$ cat src/rtl/bus_cycle_decoder.sv
// rtl/bus_cycle_decoder.sv - turns filtered cartridge-bus cycles into single req/ack transactions
module bus_cycle_decoder #(
    parameter int AW      = 16,
    parameter int DW      = 8,
    parameter int TIMEOUT = 255,
    parameter int WAIT_EN = 1
) (
    input  logic          clk,
    input  logic          reset,
    input  logic          sltsl_n,
    input  logic          mreq_n,
    input  logic          iorq_n,
    input  logic          rd_n,
    input  logic          wr_n,
    input  logic [AW-1:0] addr,
    input  logic [DW-1:0] din,
    output logic          req,
    output logic          req_io,
    output logic          req_wr,
    output logic [AW-1:0] req_addr,
    output logic [DW-1:0] req_wdata,
    input  logic          ack,
    input  logic [DW-1:0] rdata,
    output logic [DW-1:0] dout,
    output logic          data_oe,
    output logic          wait_n,
    output logic          err
);

    localparam int CW = (TIMEOUT < 2) ? 1 : $clog2(TIMEOUT);

    typedef enum logic [1:0] {
        IDLE = 2'd0,
        REQ  = 2'd1,
        HOLD = 2'd2
    } state_t;

    state_t        state, state_nxt;
    logic [CW-1:0] cnt, cnt_nxt;
    logic          req_nxt, req_io_nxt, req_wr_nxt;
    logic [AW-1:0] req_addr_nxt;
    logic [DW-1:0] req_wdata_nxt, dout_nxt;
    logic          data_oe_nxt, wait_n_nxt, err_nxt;
    logic          start, strobe_released;

    // Both strobes low is a malformed cycle and is simply not started.
    assign start = ((~mreq_n & ~sltsl_n) | ~iorq_n) & (rd_n ^ wr_n);
    assign strobe_released = req_wr ? wr_n : rd_n;

    always_ff @(posedge clk) begin
        if (reset) begin
            state     <= IDLE;
            cnt       <= '0;
            req       <= 1'b0;
            req_io    <= 1'b0;
            req_wr    <= 1'b0;
            req_addr  <= '0;
            req_wdata <= '0;
            dout      <= '0;
            data_oe   <= 1'b0;
            wait_n    <= 1'b1;
            err       <= 1'b0;
        end else begin
            state     <= state_nxt;
            cnt       <= cnt_nxt;
            req       <= req_nxt;
            req_io    <= req_io_nxt;
            req_wr    <= req_wr_nxt;
            req_addr  <= req_addr_nxt;
            req_wdata <= req_wdata_nxt;
            dout      <= dout_nxt;
            data_oe   <= data_oe_nxt;
            wait_n    <= wait_n_nxt;
            err       <= err_nxt;
        end
    end

    always_comb begin
        state_nxt     = state;
        cnt_nxt       = cnt;
        req_nxt       = req;
        req_io_nxt    = req_io;
        req_wr_nxt    = req_wr;
        req_addr_nxt  = req_addr;
        req_wdata_nxt = req_wdata;
        dout_nxt      = dout;
        data_oe_nxt   = data_oe;
        wait_n_nxt    = wait_n;
        err_nxt       = 1'b0;
        case (state)
            IDLE: begin
                if (start) begin
                    req_addr_nxt = addr;
                    if (!wr_n) req_wdata_nxt = din;
                    req_io_nxt   = ~iorq_n;
                    req_wr_nxt   = ~wr_n;
                    req_nxt      = 1'b1;
                    wait_n_nxt   = (WAIT_EN == 0);
                    cnt_nxt      = '0;
                    state_nxt    = REQ;
                end
            end
            REQ: begin
                cnt_nxt = cnt + CW'(1);
                // Ack wins over a timeout landing on the same edge.
                if (ack) begin
                    req_nxt    = 1'b0;
                    wait_n_nxt = 1'b1;
                    state_nxt  = HOLD;
                    if (!req_wr && !strobe_released) begin
                        dout_nxt    = rdata;
                        data_oe_nxt = 1'b1;
                    end else begin
                        data_oe_nxt = 1'b0;
                    end
                    err_nxt = strobe_released;
                end else if (cnt == CW'(TIMEOUT - 1)) begin
                    req_nxt    = 1'b0;
                    wait_n_nxt = 1'b1;
                    err_nxt    = 1'b1;
                    state_nxt  = HOLD;
                    if (!req_wr) begin
                        dout_nxt    = {DW{1'b1}};
                        data_oe_nxt = 1'b1;
                    end
                end
            end
            HOLD: begin
                if (rd_n && wr_n) begin
                    data_oe_nxt = 1'b0;
                    state_nxt   = IDLE;
                end
            end
            default: state_nxt = IDLE;
        endcase
    end

endmodule
$ cat config.mk
export PLATFORM = sky130hd
export DESIGN_NAME = bus_cycle_decoder
export DESIGN_NICKNAME = d
export VERILOG_FILES = /design/src/rtl/bus_cycle_decoder.sv
export SDC_FILE = /design/constraint.sdc
export NUM_CORES = 1
export LEC_CHECK = 0
export BUFFER_PORTS_ARGS = -buffer_cell sky130_fd_sc_hd__clkbuf_2
export CORE_MARGIN = 1.5
export CORE_UTILIZATION = 41
export DETAILED_ROUTE_END_ITERATION = 6
export GPL_ROUTABILITY_DRIVEN = 0
export PLACE_DENSITY = 0.77
export RECOVER_POWER = 25
export REMOVE_ABC_BUFFERS = 1
export SKIP_CTS_REPAIR_TIMING = 1
export SLEW_MARGIN = 10
export SYNTH_ARGS = -nofsm -noshare
export SYNTH_HDL_FRONTEND = slang
export SYNTH_SLANG_ARGS = --single-unit
$ cat constraint.sdc
create_clock -name clk -period 2.4 [get_ports clk]
set_input_delay 0.24 -clock clk [delete_from_list [all_inputs] [get_ports clk]]
set_output_delay 0.24 -clock clk [all_outputs]
set_load 0.01 [all_outputs]
Word level (Yosys, flattened, before mapping)
Index checks and enable logic that the tools add are counted.
Operators by class
  muxes and demuxes: 28
  eq/ne operators: 9
  bitwise gates (word level): 9
  reductions and logical operators: 16
  add/sub/neg operators: 1
Operators by type and width (number)
  two-way mux 8 bit: 5
  one-hot mux 8 bit (2 select lines): 1
  two-way mux 1 bit: 14
  AND reduction 3 bit: 3
  adder 8 x 1 -> 8 bit, second input constant: 1
  == test 8 bit, second input constant: 1
  two-way mux 2 bit: 4
  AND reduction 4 bit: 2
  != test 3 bit, second input constant: 2
  one-hot mux 1 bit (2 select lines): 3
  one-hot mux 2 bit (3 select lines): 1
  nonzero test 2 bit: 3
  inverter 1 bit: 5
  != test 2 x 1 -> 1 bit, second input constant: 2
  != test 2 bit, second input constant: 2
  AND reduction 2 bit: 2
  bitwise AND 1 bit: 2
  == test 2 x 1 -> 1 bit, second input constant: 1
  == test 2 bit, second input constant: 1
  logical AND 1 bit: 2
  logical NOT 1 bit: 2
  logical NOT 2 bit: 1
  OR reduction 2 bit: 1
  bitwise OR 1 bit: 1
  bitwise XOR 1 bit: 1
Word-level totals
  bits in registers: 48
  bits of input ports: 40
  logic and storage cells: 74

Longest topological paths before layout
  depth after elaboration: 6
  mapped depth: 7
  depth with buffers taken out: 6

Worst setup path after synthesis
OpenSTA, ideal clock, no wires.
  path kind: input-to-reg
  start point: input rd_n
  end point: register req_addr[10]
  cell stages on the path: 7
  data arrival time: 1.465 ns
  setup time: 0.070 ns
  slack: 0.865 ns
  required time: 2.330 ns
  cells stage by stage: ha_1 > nor3b_1 > and2_1 > buf_2 > buf_2 > nand2_1 > a21oi_1
Between the ends
  longest elaborated chain between the ends: 3
Ends and longest elaborated chain
  start, declared: RTL line 13  | input logic rd_n,
  bitwise XOR 1 bit: RTL line 47  | assign start = ((~mreq_n & ~sltsl_n) | ~iorq_n) & (rd_n ^ wr_n);
  bitwise AND 1 bit: RTL line 47
  AND reduction 2 bit (no line)
  end signal, assigned: RTL line 69  | req_addr <= req_addr_nxt;
  end, declared: RTL line 20  | output logic [AW-1:0] req_addr,
No other way between the ends.
A chain may end at the register's enable or synchronous reset.

Worst setup path after layout
  start point: register cnt[2]
  end point: register cnt[7]
Between the ends
  longest elaborated chain between the ends: 2
Ends and longest elaborated chain
  start, declared: RTL line 39  | logic [CW-1:0] cnt, cnt_nxt;
  start signal, assigned: RTL line 65  | cnt <= cnt_nxt;
  adder 8 x 1 -> 8 bit: RTL line 104  | cnt_nxt = cnt + CW'(1);
  one-hot mux 8 bit (2 select lines): RTL line 90  | case (state)
No other way between the ends.

==> results.md <==
- Cell accounting for the most synthesized area: dfxtp_1
- Initial antenna violation count: 0
- Worst Hold Class: primary input to register
- Async SR Flop Fraction: 0%
- Critical Path RT: between 2 and 3 ns
- Clock power frac: 29.1%
- CTS buffer count: 5
- Final WS setup: roughly 0.75 ns
- Power Dens Cells: 646 mW/mm²
- Maximum vdd drop: roughly 0.37 mV
- Fin. max-slew vios: 0
- Ys Warns: 0
- Number of global-route vias before repair: 1614
- Netlist cell types: 36
- Die area: roughly 0.0051 mm²
- GRT Total Usage: approximately 17%
- Logic pwr share: between 10% and 20%
- Largest net degree at the start of global routing: 22
- Primary FF master, synth: dfxtp_1
- Sequential Area: roughly 960 µm²
- CTS clock-pin slew for the worst setup and hold paths: approximately 0.080 ns
- Synthesized area: 0.00191 mm²
- Tmin final: roughly 1.6 ns
- CP Max Fanout: 9
- Port bufs: just under 80
- FP Rows: 24
- CTS tree: yes
- I/O pins: ~80
- Root Driver: clkbuf_8
- Dpl hpwl: slightly above 3 mm
- Sw Pwr: 414 µW
- Largest cells by area after synthesis: dfxtp_1 50%, nand2_1 7.5%, a21oi_1 6.8%
- Share of post-route cells with drive strength above 1: between 20% and 30%
- WS Path Type: register to register
- Most common cell in the netlist: dfxtp_1
- Antenna-violating nets left: 0
- Syn Inst Count: 208
- Via density: 5.09
- EDFF count, synth: 0
- Switching Share: a little over a quarter
- Sequential element share of the synthesized area: 50.3%
- Die height: around 71 µm
- Fmax: approximately 0.6 GHz
- Syn_area_per_cell: ~9 µm²
- Synth cell count leaders: 48 x dfxtp_1, 38 x nand2_1, 26 x a21oi_1
- Period utilization: 68.6%
- Nets: roughly 330
- Status: finished, final reports clean
- Tot Pwr: around 1.6 mW
- CTS Sinks: 48
- DRC violations left: 0
- Drt first pass iters: 4
- Max_slew headroom: just under 70%
- Leak: around 1.1 nW
- RSZ-0062 raised after global routing: false
- Least-Margin Pin Slew: between 0.4 and 0.5 ns
- Grt ovf: 0
- Share of the synthesized area in the top cell type: 50.3%
- Worst-Skew Late Latency: roughly 0.30 ns
- Die X: 71.3 µm
- Flop pwr share: around 56%
- CORE AREA: ~0.0044 mm²
- Filler cells: 427
- Internal: 1.14 mW
- Worst clock skew: between 0.003 and 0.004 ns
- CP endpoint kind: register
- DRT iter0 DRCs: 64
- Final Hold Fails: 0
- Worst Setup Start Kind: register
- Setup violators final: 0
- Synth-to-layout area growth: 25.9%
- Max-cap violations: 0
- #FFs+latches synth: 48
- Wirelength per Cell: roughly 12 µm
- Initial Utilization: between 40% and 50%
- Hold slack: ~0.15 ns
- DP Worst Slack: about 0.61 ns
- Total Wirelength: 4.12 mm
- CTS HTree Levels: 2
- Number of diodes: 0
- Setup TNS: 0 ns
- Area of the multi-input gates: slightly below 900 µm²
- Clk buf depth: 2
- First-pass GRT wire length: between 6 and 7 mm
- Via count: roughly 1700
- Arr. time, crit path: around 1.9 ns
- Utilization after layout: 54.5%
per-stage QoR:
stage	instance area (µm²)	instances
3_5_place_dp	2350	331
2_1_floorplan	1850	195
5_1_grt	2410	338
4_1_cts	2430	338
6_report	2410	338
3_3_place_gp	2350	331
flip-flops by register name, summed over array words and instances (netlist names), 2 cells and up:
signal	count
req_addr	16
cnt	8
dout	8
req_wdata	8
state	2
worst max-delay path: stages (launching register included):
cell	delay (ns)
dfxtp_1	0.53
nand4_4	0.17
or4b_1	0.51
or2_1	0.23
a21oi_2	0.13
cells in the final DEF, fill, tap and decap left out, types with 6 or more instances in the layout:
cell,netlist,final
a21oi_1,26,26
dfxtp_1,48,48
o221a_2,8,8
mux2i_1,9,9
o21ai_0,6,6
nor2_1,16,16
nand2_1,38,38
buf_4,0,7
clkbuf_1,7,21
clkbuf_2,0,56
cell type report:
cell class / instances / share of cell area (%)
clock buffers: 5 / 2.86
clock inverters: 2 / 0.520
inverters: 5 / 0.780
multi-input cells: 142 / 36.1
flip-flops and latches: 48 / 39.9
well taps: 52 / 2.70
repair buffers: 84 / 17.1
power groups by stage:
stage | clock network (mW) | registers [mW] | logic [mW]
2_1_floorplan | 0 | 0.900 | 0.103
3_3_place_gp | 0 | 0.882 | 0.241
3_5_place_dp | 0 | 0.884 | 0.244
4_1_cts | 0.471 | 0.866 | 0.245
5_1_grt | 0.507 | 0.871 | 0.268
6_report | 0.452 | 0.865 | 0.237
kinds of logic after synthesis:
group                      after synthesis  share of synthesized area [%]
and+or+nand+nor                         80                           20.9
AOI/OAI and AO/OA                       50                           17.9
DFF                                     48                           50.3
buffers and inverters                   18                           4.25
muxes                                    9                           4.71
adders and majority gates                3                           1.96
final timing paths:
check | startpoint | to | slack, ns | cells after the start
setup / recovery | cnt[2] | cnt[7] | 0.75 | 4
hold / removal | iorq_n | req_io | 0.15 | 2
setup reg to reg | cnt[2] | cnt[7] | 0.75 | 4
hold reg to reg | req_addr[10] | req_addr[10] | 0.46 | 2
layer usage:
layer | vias up | wire, µm | track usage [%]
li1 | 881 | - | -
met1 | 771 | 1830 | 20.6
met2 | 66 | 1920 | 28.8
met3 | 4 | 322 | 5.63
met4 | 0 | 42 | 6.29
met5 | - | 0 | 0
(Power assumes the default switching activity.)
